[config.mk]
export PLATFORM = sky130hd
export DESIGN_NAME = vector_operand_fetch
export DESIGN_NICKNAME = d
export VERILOG_FILES = /design/src/rtl/vector_operand_fetch.sv
export SDC_FILE = /design/constraint.sdc
export NUM_CORES = 1
export LEC_CHECK = 0
export BUFFER_PORTS_ARGS = -buffer_cell sky130_fd_sc_hd__buf_2
export CORE_MARGIN = 2
export CORE_UTILIZATION = 45
export CTS_CLUSTER_DIAMETER = 80
export DETAILED_ROUTE_END_ITERATION = 12
export MAX_ROUTING_LAYER = met4
export PLACE_DENSITY = 0.76
export SYNTH_ARGS = -nofsm -noshare
export SYNTH_HDL_FRONTEND = slang
export SYNTH_SLANG_ARGS = --single-unit
[constraint.sdc]
create_clock -name clock -period 1.5 [get_ports clock]
set_clock_uncertainty 0.1 [all_clocks]
set_input_delay 0.3 -clock clock [delete_from_list [all_inputs] [get_ports clock]]
set_output_delay 0.3 -clock clock [all_outputs]
set_load 0.03 [all_outputs]
[src/rtl/vector_operand_fetch.sv]
`timescale 1ns/1ps
`default_nettype none
// ============================================================================
// Module   : vector_operand_fetch
// Function : Sequential operand-read stage of the vector lane. Accepts one
//            issued instruction, reads v0 / vs1 / vs2 / vd through the single
//            synchronous register-file read port and presents the assembled
//            operand bundle on a valid/ready handshake.
// Revision : 1.0 - initial release
// ============================================================================
module vector_operand_fetch #(
  parameter int DATA_WIDTH     = 64,
  parameter int TAG_WIDTH      = 8,
  parameter int REG_ADDR_WIDTH = 5
) (
  input  logic                      clock,
  input  logic                      reset_n,
  // issue side
  input  logic                      issue_valid,
  output logic                      issue_ready,
  input  logic [REG_ADDR_WIDTH-1:0] issue_vs1,
  input  logic [REG_ADDR_WIDTH-1:0] issue_vs2,
  input  logic [REG_ADDR_WIDTH-1:0] issue_vd,
  input  logic                      issue_vm,
  input  logic [TAG_WIDTH-1:0]      issue_tag,
  // register-file read port
  output logic                      rf_read_enable,
  output logic [REG_ADDR_WIDTH-1:0] rf_read_address,
  input  logic [DATA_WIDTH-1:0]     rf_read_data,
  // operand bundle
  output logic                      operand_valid,
  input  logic                      operand_ready,
  output logic [DATA_WIDTH-1:0]     v0_data,
  output logic [DATA_WIDTH-1:0]     vs1_data,
  output logic [DATA_WIDTH-1:0]     vs2_data,
  output logic [DATA_WIDTH-1:0]     vd_old_data,
  output logic [TAG_WIDTH-1:0]      operand_tag,
  output logic [REG_ADDR_WIDTH-1:0] operand_vd,
  output logic                      operand_vm
);

  typedef enum logic [2:0] {
    IDLE     = 3'd0,
    READ_V0  = 3'd1,
    READ_VS1 = 3'd2,
    READ_VS2 = 3'd3,
    READ_VD  = 3'd4,
    DRAIN    = 3'd5,
    VALID    = 3'd6
  } state_t;

  // Which operand register the read issued last cycle will land in.
  typedef enum logic [2:0] {
    DST_NONE = 3'd0,
    DST_V0   = 3'd1,
    DST_VS1  = 3'd2,
    DST_VS2  = 3'd3,
    DST_VD   = 3'd4
  } dst_t;

  state_t state_q, state_d;
  dst_t   dst_q, dst_d;
  logic   accept;

  logic [REG_ADDR_WIDTH-1:0] vs1_idx_q;
  logic [REG_ADDR_WIDTH-1:0] vs2_idx_q;
  logic [REG_ADDR_WIDTH-1:0] vd_idx_q;
  logic [TAG_WIDTH-1:0]      tag_q;
  logic                      vm_q;

  logic [DATA_WIDTH-1:0] v0_q;
  logic [DATA_WIDTH-1:0] vs1_q;
  logic [DATA_WIDTH-1:0] vs2_q;
  logic [DATA_WIDTH-1:0] vd_old_q;

  // Handshake flags come from state alone so nothing from issue_valid or
  // operand_ready reaches an output combinationally.
  assign issue_ready   = (state_q == IDLE);
  assign operand_valid = (state_q == VALID);

  // Next-state, read-port drive and capture-destination decode.
  always_comb begin
    state_d         = state_q;
    dst_d           = DST_NONE;
    accept          = 1'b0;
    rf_read_enable  = 1'b0;
    rf_read_address = '0;
    case (state_q)
      IDLE: begin
        if (issue_valid) begin
          accept  = 1'b1;
          state_d = issue_vm ? READ_VS1 : READ_V0;
        end
      end
      READ_V0: begin
        rf_read_enable  = 1'b1;
        rf_read_address = '0;
        dst_d           = DST_V0;
        state_d         = READ_VS1;
      end
      READ_VS1: begin
        rf_read_enable  = 1'b1;
        rf_read_address = vs1_idx_q;
        dst_d           = DST_VS1;
        state_d         = READ_VS2;
      end
      READ_VS2: begin
        rf_read_enable  = 1'b1;
        rf_read_address = vs2_idx_q;
        dst_d           = DST_VS2;
        state_d         = READ_VD;
      end
      READ_VD: begin
        rf_read_enable  = 1'b1;
        rf_read_address = vd_idx_q;
        dst_d           = DST_VD;
        state_d         = DRAIN;
      end
      DRAIN: begin
        state_d = VALID;
      end
      VALID: begin
        if (operand_ready) begin
          state_d = IDLE;
        end
      end
      default: begin
        state_d = IDLE;
      end
    endcase
  end

  // State and capture-destination registers.
  always_ff @(posedge clock or negedge reset_n) begin
    if (!reset_n) begin
      state_q <= IDLE;
      dst_q   <= DST_NONE;
    end else begin
      state_q <= state_d;
      dst_q   <= dst_d;
    end
  end

  // Issue latch: register indices, tag and mask control captured at accept.
  always_ff @(posedge clock or negedge reset_n) begin
    if (!reset_n) begin
      vs1_idx_q <= '0;
      vs2_idx_q <= '0;
      vd_idx_q  <= '0;
      tag_q     <= '0;
      vm_q      <= 1'b0;
    end else if (accept) begin
      vs1_idx_q <= issue_vs1;
      vs2_idx_q <= issue_vs2;
      vd_idx_q  <= issue_vd;
      tag_q     <= issue_tag;
      vm_q      <= issue_vm;
    end
  end

  // Operand registers: read data lands one cycle after its read strobe;
  // an unmasked op gets an all-ones v0 at accept instead of a v0 read.
  always_ff @(posedge clock or negedge reset_n) begin
    if (!reset_n) begin
      v0_q     <= '0;
      vs1_q    <= '0;
      vs2_q    <= '0;
      vd_old_q <= '0;
    end else begin
      if (accept && issue_vm) begin
        v0_q <= '1;
      end
      case (dst_q)
        DST_V0:  v0_q     <= rf_read_data;
        DST_VS1: vs1_q    <= rf_read_data;
        DST_VS2: vs2_q    <= rf_read_data;
        DST_VD:  vd_old_q <= rf_read_data;
        default: ;
      endcase
    end
  end

  assign v0_data     = v0_q;
  assign vs1_data    = vs1_q;
  assign vs2_data    = vs2_q;
  assign vd_old_data = vd_old_q;
  assign operand_tag = tag_q;
  assign operand_vd  = vd_idx_q;
  assign operand_vm  = vm_q;

endmodule
`default_nettype wire

# Word-level counts from Yosys, hierarchy flattened
# Cells that the tools add are included.
# classes
n_lt_le_gt_ge	0
n_reduce_logical	5
add_sub_neg	0
div	0
n_mux	11
eq_ne	12
n_bitwise	0
shift	0
mul	0
# ops
cell	n
$mux W64	2
$pmux W3 S7	1
$pmux W5 S3	1
$eq A3 B2 Y1 const B	4
$eq A3 B3 Y1 const B	4
$pmux W3 S4	1
$eq A3 B1 Y1 const B	2
$mux W3	2
$reduce_or A4 Y1	1
$logic_not A3 Y1	1
$mux W1	3
$mux W2	1
$ne A2 B1 Y1 const B	1
$ne A2 B2 Y1 const B	1
$reduce_and A2 Y1	1
$reduce_bool A2 Y1	1
$logic_and A1 B1 Y1	1
# word_totals
latchBits	0
output_inout_bits	278
memories	0
ramBits	0
ff_bits	286
romBits	0
wordCells	39
input_bits	92

# Longest topological paths before layout
# Gate-level depths: netlist of the first run.
# logic_depth
depth_word	5
depth_mapped	6
depth_no_buf	3

# Worst setup path after synthesis of the first run
# OpenSTA, ideal clock, no wires.
# synth_path
path_kind	register to output
start	register state_q[1]
end	output port rf_read_address[3]
setup_slack_ns	-0.449
n_path_buf	1
t_arrival_ns	1.549
path_stages_with_launch	4
t_required_ns	1.100
path_cell_list	dfrtp_1 > clkbuf_1 > nand2b_1 > o21ai_0
# synth_between
elab_chain_len	2
word_cells_on_any_way	4
cone_classes	eq/ne: 3; mux: 1
# synth_lines
item	line	text
start, declared	61	state_t state_q, state_d;
start signal, assigned	139	state_q <= state_d;
$eq A3 B3 Y1 / $eq A3 B2 Y1 (equally long branches)	88	case (state_q)
$pmux W5 S3 (*)	88	
end, declared	28	output logic [REG_ADDR_WIDTH-1:0] rf_read_address,
# Every way passes the cells marked *; elsewhere a longest branch is shown, timed or not.

# Worst setup path in the final report of the first run
# layout_path
start	register state_q[0]
end	output port rf_read_address[4]
# Same word-level chain as after synthesis.

==> run_results.csv, run 1 <==
group,metric,value,unit
run_status,status,"finished, violations left",
run_status,failed_checks,"negative setup slack",
clocking,cts-root-buf,"clkbuf_16",
pwr,power_density,2900,nW/µm²
detailed_routing,detail-route-antenna-nets,0,
worst_setup_path,timing.critical_path.from_type,"register",
logic_synthesis,synth-edff-count,0,
logic_synthesis,ys.flop_type,"dfrtp_1",
finish,final_util,0.873,
logic_synthesis,synth_area_leader_cell,"dfrtp_1",
worst_setup_path,crit_fanout,6,
sta,hold_viol,0,
logic_synthesis,ys_seq_area_frac,0.655,
sta,worst_slack,-0.605,ns
sta,tns,-84.51,ns
clocking,clock-sinks,286,
die,fp.dieW,160,µm
logic_synthesis,synth-seq-cells,286,
global_route,grt_antenna_before_repair,1,
worst_setup_path,slowest_stage,"dfrtp_2",
global_route,grt_pass1_vias,10546,
worst_setup_path,cp_cell_sequence,"buf_6, mux2i_4, o2bb2ai_4, buf_6",
detailed_routing,post-route-drc-count,0,
detailed_routing,vias,10374,
pwr,worst_ir_drop_vdd,2.19,mV
worst_setup_path,r2r-end,"v0_data[9]$_DFFE_PN0P_",
logic_synthesis,synth_simple_gate_area_frac,0.0544,
clocking,clk_pin_slew,0.07,ns
logic_synthesis,syn-num-nets,873,
logic_synthesis,synth-xor-area-share,0.000801,
worst_setup_path,rrSetupSlack,-0.53,ns
finish,finalInstanceArea,21100,µm²
sta,fmax,475,MHz
place,postPlaceCellArea,13900,µm²
worst_setup_path,r2r_start,"state_q[1]$_DFFE_PN0P_",
detailed_routing,firstDrtPassIters,5,
die,coreArea,24100,µm²
global_route,grt_max_degree,51,
flow_run,cap_violations,0,
die,die_area,25500,µm²
logic_synthesis,synthCells,781,
worst_setup_path,path_class,"register to output port",
clocking,cts_tree,"built",
logic_synthesis,syn_area,10900,µm²
global_route,gr-total-overflow,0,
clocking,cts_buffers,29,
clocking,clock_path_buffers,3,
sta,relSlewSlack,0.742,
sta,rsz0062_at_grt,"true",
worst_setup_path,r2r_cells,8,
finish,area_growth,92.6,%
logic_synthesis,synth_top_area_frac,0.655,
sta,drv_slew,0,
die,rows,57,
place,hpwlAfterDp,20200,µm
finish,drive_gt1_frac,0.661,
logic_synthesis,synth_compound_area_frac,0.0379,
detailed_routing,routed_via_density,5.64,
worst_setup_path,cp_data_required_time,1.10,ns
pwr,p_leak,10.1,nW
worst_setup_path,worstPathArrival,1.71,ns
logic_synthesis,netlist-cell-type-count,27,
logic_synthesis,netlist_top_cells_count,"dfrtp_1, mux2_2, nor2_1",
sta,min_period,2.11,ns
logic_synthesis,muxShareOfSynthArea,0.226,
worst_setup_path,max_stage_delay,0.45,ns
logic_synthesis,synth_top_family_by_area,"multiplexers",
logic_synthesis,yosys.area_share.adder,0,
global_route,grtUsageTotal,0.349,
die,initial_core_util,0.453,
worst_hold_path,holdPathEnd,"state_q[1]$_DFFE_PN0P_",
worst_setup_path,cp-end-kind,"output port",
sta,worstMarginPinSlew,0.387,ns
worst_hold_path,hold_class,"input port to register",
detailed_routing,wl,52800,µm
logic_synthesis,yosysMostFrequentCell,"dfrtp_1",
finish,layout.nets,1584,
die,fp.dieH,160,µm
logic_synthesis,synthArstFlopShare,1.00,
place,pre_cts_slack,-0.142,ns
worst_setup_path,worst_path_most_repeated_cell,"buf_6",
clocking,clock_latency,0.56,ns
place,io_buffer_count,369,
die,pin_count,370,
logic_synthesis,synth_area_leaders,"dfrtp_1, mux2_2, nor2_1",
detailed_routing,wl_per_cell,28.7,µm
global_route,grt_pass1_wl,65900,µm
logic_synthesis,yosysWarnings,0,
logic_synthesis,synth_area_per_cell,14.0,µm²
sta,timing.final.crit_share,1.40,
clocking,htree_levels,1,
worst_hold_path,min_from,"issue_vm",
detailed_routing,drt_iter0_markers,681,
worst_hold_path,holdPathStages,3,
sta,finalSetupViolCount,496,
place,place.gp.congestion,0.813,
routing by layer:
layer / GRT usage / vias to the layer above / share of wire
met5: - / - / 0
met4: 0.137 / 0 / 0.066
met3: 0.0626 / 244 / 0.072
met2: 0.617 / 706 / 0.52
met1: 0.394 / 5311 / 0.35
li1: - / 4113 / -
worst max path at each step:
stage,startpoint,endpoint,cells past startpoint
floorplan,state_q[0]$_DFFE_PN0P_,operand_tag[4]$_DFFE_PN0P_,4
global placement,dst_q[2]$_DFF_PN0_,vd_old_data[37]$_DFFE_PN0N_,4
detailed placement,dst_q[0]$_DFF_PN0_,vs1_data[37]$_DFFE_PN0N_,4
CTS,state_q[0]$_DFFE_PN0P_,rf_read_address[2],4
global route,state_q[0]$_DFFE_PN0P_,rf_read_address[4],4
finish,state_q[0]$_DFFE_PN0P_,rf_read_address[4],4
placed cells by master, fill, tap and decap left out, types with 2 or more instances in the layout:
master / count
buf_2: 90
nor2_2: 7
nor2_1: 122
dfrtp_2: 10
nor3b_4: 2
buf_6: 294
buf_16: 21
mux2_4: 206
mux2i_4: 5
a21oi_4: 26
buf_4: 190
dlygate4sd3_1: 89
a211oi_1: 3
clkbuf_8: 7
mux2_2: 9
bufinv_16: 4
a21oi_2: 38
o21ai_0: 2
buf_8: 9
clkbuf_16: 30
clkbuf_1: 9
o2bb2ai_4: 4
dfrtp_1: 276
buf_12: 35
inv_1: 3
nand2_1: 3
critical path, delay by kind of cell (launching register included):
family | cells | cell delay [ns]
flops | 1 | 0.45
buf+inv | 2 | 0.33
mux | 1 | 0.29
compound gates | 1 | 0.07
metrics by stage:
step	power, mW	cells	hold slack, ns
5_1_grt	62.3	1838	0.179
4_1_cts	54.0	1718	0.124
3_5_place_dp	35.5	1475	0.130
3_3_place_gp	34.9	1475	0.126
2_1_floorplan	28.6	781	-0.0956
6_report	61.0	1838	0.141
area by class of cell:
type | count | area, µm²
repair buffers | 729 | 7520
flip-flops and latches | 286 | 7170
multi-input cells | 443 | 4950
fillers | 920 | 3050
clock buffers | 45 | 856
well taps | 324 | 405
clock inverters | 7 | 145
inverters | 3 | 11.3
diodes | 1 | 2.50
cell families (layout without fill, tap and decap cells):
group | Yosys count | in the layout
buffers and inverters | 52 | 784
AO/OA/AOI/OAI | 77 | 77
multiplexers | 220 | 220
other | 0 | 1
XOR/XNOR | 1 | 1
AND/OR/NAND/NOR | 145 | 145
flip-flops | 286 | 286
flip-flops by register name (all words and copies together), names as in the netlist:
signal and flops:
v0_data 64, vd_old_data 64, vs1_data 64, vs2_data 64
operand_tag 8, operand_vd 5, vs1_idx_q 5, vs2_idx_q 5
dst_q 3, state_q 3, operand_vm 1
report_power, final:
group	internal [mW]	total (mW)	leakage (nW)	switching [mW]
clock	4.60	7.98	0.484	3.38
sequential	11.7	15.5	3.31	3.81
combinational	19.3	37.5	6.31	18.2
repair_timing:
action | CTS | global route
cloned | 26 | 1
gates resized for setup | 762 | 175
setup endpoints to repair | 556 | 558
pin swaps | 10 | 6
hold endpoints to repair | 563 | 0
buffers inserted | 77 | 136
hold buffers | 89 | 0
Power figures use the tool's default switching activity.
==> run 2: changes to the inputs <==
==> config.mk (replaced) <==
export PLATFORM = sky130hd
export DESIGN_NAME = vector_operand_fetch
export DESIGN_NICKNAME = d
export VERILOG_FILES = /design/src/rtl/vector_operand_fetch.sv
export SDC_FILE = /design/constraint.sdc
export NUM_CORES = 1
export LEC_CHECK = 0
export BUFFER_PORTS_ARGS = -buffer_cell sky130_fd_sc_hd__buf_4
export CAP_MARGIN = 20
export CORE_MARGIN = 2
export CORE_UTILIZATION = 50
export CTS_CLUSTER_DIAMETER = 80
export DETAILED_ROUTE_END_ITERATION = 12
export MAX_ROUTING_LAYER = met4
export PLACE_DENSITY = 0.79
export SYNTH_ARGS = -nofsm -noshare
export SYNTH_HDL_FRONTEND = slang
export SYNTH_SLANG_ARGS = --single-unit
==> constraint.sdc (replaced) <==
create_clock -name clock -period 2.6 [get_ports clock]
set_clock_uncertainty 0.1 [all_clocks]
set_input_delay 0.52 -clock clock [delete_from_list [all_inputs] [get_ports clock]]
set_output_delay 0.52 -clock clock [all_outputs]
set_load 0.03 [all_outputs]
==> run_results.csv, run 2 (synthesis results as in run 1) <==
group,metric,value,unit
finish,area_growth,37.8,%
worst_setup_path,r2r_cells,5,
clocking,clk_pin_slew,0.06,ns
die,initial_core_util,0.505,
worst_setup_path,path_delay_family,"flip-flops",
detailed_routing,routed_via_density,5.28,
flow_run,cap_violations,0,
finish,final_util,0.696,
die,die_area,23100,µm²
worst_setup_path,slowest_stage,"dfrtp_1",
clocking,clock_path_buffers,3,
global_route,grtUsageTotal,0.249,
detailed_routing,firstDrtPassIters,4,
pwr,p_leak,7.01,nW
finish,layout.nets,1247,
sta,min_period,2.49,ns
sta,fin_hold_ws,0.118,ns
finish,diodes,0,
worst_setup_path,timing.critical_path.from_type,"register",
sta,drv_slew,0,
detailed_routing,detail-route-antenna-nets,0,
clocking,cts_buffers,30,
finish,drive_gt1_frac,0.558,
sta,worst_slack,0.111,ns
sta,fmax,402,MHz
sta,rsz0062_at_grt,"false",
worst_setup_path,path_class,"register to output port",
die,fp.dieH,152,µm
global_route,grt_pass1_vias,8036,
die,pin_count,370,
global_route,gr-total-overflow,0,
worst_setup_path,max_stage_delay,0.54,ns
pwr,power_density,1670,nW/µm²
sta,hold_viol,0,
global_route,grt_antenna_before_repair,0,
worst_setup_path,crit_fanout,12,
worst_setup_path,cp_cell_sequence,"nor2_4, and2_1, o2bb2ai_1, buf_4",
place,place.gp.congestion,0.823,
global_route,grt_pass1_wl,44600,µm
place,hpwlAfterDp,19500,µm
detailed_routing,drt_iter0_markers,301,
worst_hold_path,hold_class,"input port to register",
place,pre_cts_slack,0.603,ns
die,coreArea,21600,µm²
die,fp.dieW,152,µm
place,io_buffer_count,369,
pwr,worst_ir_drop_vdd,0.925,mV
die,rows,54,
clocking,clock_latency,0.53,ns
sta,relSlewSlack,0.627,
sta,tns,0,ns
worst_setup_path,crit_cells,4,
run_status,status,"completed",
clocking,cts-root-buf,"clkbuf_16",
detailed_routing,vias,7699,
detailed_routing,post-route-drc-count,0,
finish,final_common_cell,"buf_4",
worst_setup_path,cp-end-kind,"output port",
sta,finalSetupViolCount,0,
sta,timing.final.crit_share,0.957,
global_route,grt_max_degree,73,
clocking,clock-sinks,286,
sta,worstMarginPinSlew,0.559,ns
worst_setup_path,path_buf_inv,1,
clocking,htree_levels,1,
worst_setup_path,cp_data_required_time,1.98,ns
detailed_routing,wl_per_cell,19.5,µm
clocking,cts_tree,"built",
finish,final_cell_mix,"buf_4, dfrtp_1, mux2_2",
worst_setup_path,worstPathArrival,1.87,ns
worst_hold_path,holdPathStages,2,
detailed_routing,wl,28300,µm
==> run 2: cell count changes in the layout (fill, tap and decap cells not counted), sizes merged <==
cell	change
buf	-249
clkbuf	+2
diode	-1
dlygate4sd3	-88
clkinv	+1
bufinv	-2
==> run 2: what timing repair did <==
item,CTS,global route
hold buffers,1,0
setup buffers,0,0
setup endpoints to repair,0,4
resized for setup,0,2
hold endpoints to repair,54,0
==> run 2: report_power, final <==
part	switching, mW	total [mW]	leakage, nW	internal, mW
clock	1.67	4.28	0.491	2.60
sequential	1.25	7.96	3.32	6.72
combinational	7.68	12.9	3.20	5.27
==> run 2: final cells by class <==
type | count | area (µm²)
Clock buffer | 48 | 920
Clock inverter | 6 | 86.3
Fill cell | 1520 | 6560
Inverter | 3 | 11.3
Multi-Input combinational cell | 443 | 3510
Sequential cell | 286 | 7160
Tap cell | 280 | 350
Timing Repair Buffer | 391 | 3020
==> run 2: through the flow <==
step                      power [mW]  cells  area [µm²]
final                           25.2   1457       15100
after global routing            26.4   1457       15100
after CTS                       25.4   1457       15100
after detailed placement        21.0   1402       14000
after global placement          20.6   1402       14000
after floorplan                 15.9    781       10900
==> run 2: worst paths after layout <==
path	endpoint	slack (ns)	from
max in group asynchronous	vs2_data[50]$_DFFE_PN0N_	1.23	reset_n
hold / removal	operand_vd[4]$_DFFE_PN0P_	0.12	issue_vd[4]
setup / recovery	rf_read_address[1]	0.11	state_q[1]$_DFFE_PN0P_
min in group asynchronous	vs1_data[14]$_DFFE_PN0N_	0.42	reset_n
hold reg to reg	vs2_data[62]$_DFFE_PN0N_	0.40	vs2_data[62]$_DFFE_PN0N_
setup reg to reg	v0_data[33]$_DFFE_PN0P_	0.74	state_q[2]$_DFFE_PN0P_
==> run 2: per-layer routing <==
layer	track usage	vias up	routed length, µm
met1	0.308	3910	11300
li1	-	3435	-
met4	0.0899	0	1250
met2	0.410	283	14100
met5	-	-	0
met3	0.0522	71	1700
==> run 3: changes to the inputs <==
==> config.mk (replaced) <==
export PLATFORM = sky130hd
export DESIGN_NAME = vector_operand_fetch
export DESIGN_NICKNAME = d
export VERILOG_FILES = /design/src/rtl/vector_operand_fetch.sv
export SDC_FILE = /design/constraint.sdc
export NUM_CORES = 1
export LEC_CHECK = 0
export BUFFER_PORTS_ARGS = -buffer_cell sky130_fd_sc_hd__buf_2
export CAP_MARGIN = 20
export CELL_PAD_IN_SITES_DETAIL_PLACEMENT = 2
export CELL_PAD_IN_SITES_GLOBAL_PLACEMENT = 2
export CORE_MARGIN = 2
export CORE_UTILIZATION = 35
export CTS_CLUSTER_DIAMETER = 80
export DETAILED_ROUTE_END_ITERATION = 12
export MAX_ROUTING_LAYER = met4
export PLACE_DENSITY_LB_ADDON = 0.1
export SYNTH_ARGS = -nofsm -noshare
export SYNTH_HDL_FRONTEND = slang
export SYNTH_SLANG_ARGS = --single-unit
==> run_results.csv, run 3 (synthesis results as in run 1) <==
group,metric,value,unit
die,die_area,32700,µm²
global_route,grt_max_degree,72,
global_route,grt_pass1_wl,53300,µm
sta,tns,0,ns
worst_hold_path,hold_class,"input port to register",
run_status,status,"completed",
global_route,grtUsageTotal,0.217,
sta,fin_hold_ws,0.152,ns
worst_setup_path,cp-end-kind,"output port",
place,dp.cells,1521,
worst_setup_path,crit_fanout,12,
place,hpwlAfterDp,23400,µm
global_route,gr-total-overflow,0,
worst_hold_path,min_from,"issue_vs2[0]",
worst_setup_path,r2r_cells,5,
sta,min_period,2.45,ns
pwr,p_leak,6.76,nW
die,pin_count,370,
worst_setup_path,r2r-end,"v0_data[32]$_DFFE_PN0P_",
worst_setup_path,path_class,"register to output port",
worst_setup_path,timing.critical_path.from_type,"register",
clocking,clock_latency,0.50,ns
sta,timing.final.crit_share,0.941,
detailed_routing,firstDrtPassIters,4,
place,postPlaceCellArea,13300,µm²
clocking,clock_path_buffers,3,
clocking,htree_levels,2,
finish,drive_gt1_frac,0.562,
sta,worstMarginPinSlew,0.614,ns
finish,layout.nets,1254,
finish,finalInstanceArea,14400,µm²
detailed_routing,routed_via_density,4.86,
pwr,worst_ir_drop_vdd,0.775,mV
worst_setup_path,path_buf_inv,1,
pwr,power_density,1700,nW/µm²
detailed_routing,wl_per_cell,21.7,µm
worst_setup_path,max_stage_delay,0.51,ns
detailed_routing,wl,34300,µm
worst_setup_path,cp_cell_sequence,"nor2_2, and2_2, o2bb2ai_1, buf_2",
finish,final_cell_count_no_fill,1583,
sta,fmax,409,MHz
sta,relSlewSlack,0.591,
worst_hold_path,holdPathEnd,"vs2_idx_q[0]$_DFFE_PN0P_",
finish,area_growth,32.0,%
worst_setup_path,slowest_stage,"dfrtp_2",
detailed_routing,post-route-drc-count,0,
detailed_routing,detail-route-antenna-nets,0,
worst_setup_path,path_delay_family,"flip-flops",
clocking,cts-root-buf,"clkbuf_16",
sta,hold_viol,0,
pwr,p_total,24.5,mW
die,rows,64,
finish,final_cell_mix,"buf_2, dfrtp_1, mux2_2",
sta,rsz0062_at_grt,"false",
global_route,grt_pass1_vias,8595,
clocking,clock-sinks,286,
worst_setup_path,r2r_start,"state_q[2]$_DFFE_PN0P_",
place,place.gp.congestion,0.745,
place,io_buffer_count,369,
die,initial_core_util,0.356,
sta,drv_slew,0,
clocking,cts_tree,"built",
worst_setup_path,cp_data_required_time,1.98,ns
flow_run,cap_violations,0,
detailed_routing,vias,7700,
detailed_routing,drt_iter0_markers,333,
sta,finalSetupViolCount,0,
worst_setup_path,worstPathArrival,1.83,ns
clocking,clk_pin_slew,0.06,ns
die,fp.dieH,181,µm
worst_setup_path,rrSetupSlack,0.57,ns
die,coreArea,30700,µm²
clocking,cts_buffers,34,
global_route,grt_antenna_before_repair,2,
die,fp.dieW,181,µm
worst_hold_path,holdPathStages,2,
finish,final_common_cell,"buf_2",
run 3: area by class of cell:
class,count,area [µm²]
repair buffers,394,2130
diodes,2,5.00
well taps,396,495
multi-input cells,443,3510
inverters,3,11.3
flip-flops and latches,286,7160
clock inverters,4,47.5
clock buffers,55,1060
fillers,3135,16200
run 3: power breakdown:
part,total [mW],internal (mW),switching [mW]
clock network,4.68,2.89,1.80
logic,11.9,4.01,7.86
registers,7.94,6.72,1.22
run 3: worst reg2reg max path, delay by kind of cell (launching register included):
kind,cells,cell delay [ns]
buf+inv,2,0.56
compound gates,1,0.24
flops,1,0.56
simple gates,2,0.49
run 3: worst max path at each step:
stage	startpoint	end	slack, ns	cells past startpoint
floorplan	state_q[1]$_DFFE_PN0P_	rf_read_address[3]	0.43	3
global placement	state_q[1]$_DFFE_PN0P_	rf_read_address[1]	0.61	4
detailed placement	state_q[1]$_DFFE_PN0P_	rf_read_address[2]	0.50	4
CTS	state_q[1]$_DFFE_PN0P_	rf_read_address[2]	0.06	4
global route	state_q[2]$_DFFE_PN0P_	rf_read_address[3]	0.03	3
finish	state_q[1]$_DFFE_PN0P_	rf_read_address[4]	0.15	4
run 3: stage by stage:
stage / setup slack (ns) / util
after floorplan: 0.431 / -
after global placement: 0.607 / 0.433
after detailed placement: 0.498 / 0.433
after CTS: 0.0636 / 0.470
after global routing: 0.0280 / 0.470
final: 0.153 / 0.470
run 3: routing by layer:
| metal | share of wire | routed length [µm] | vias up | global-route usage |
|---|---|---|---|---|
| li1 | - | - | 3436 | - |
| met1 | 0.40 | 13700 | 3985 | 0.259 |
| met5 | 0 | 0 | - | - |
| met3 | 0.065 | 2230 | 41 | 0.0593 |
| met2 | 0.52 | 17700 | 238 | 0.367 |
| met4 | 0.017 | 569 | 0 | 0.0455 |
run 3: what timing repair did:
| item | in CTS | in global routing |
|---|---|---|
| hold endpoints to repair | 61 | 0 |
| setup endpoints to repair | 4 | 3 |
| hold buffers | 1 | 0 |
| resized for setup | 2 | 2 |
| setup buffers | 0 | 0 |
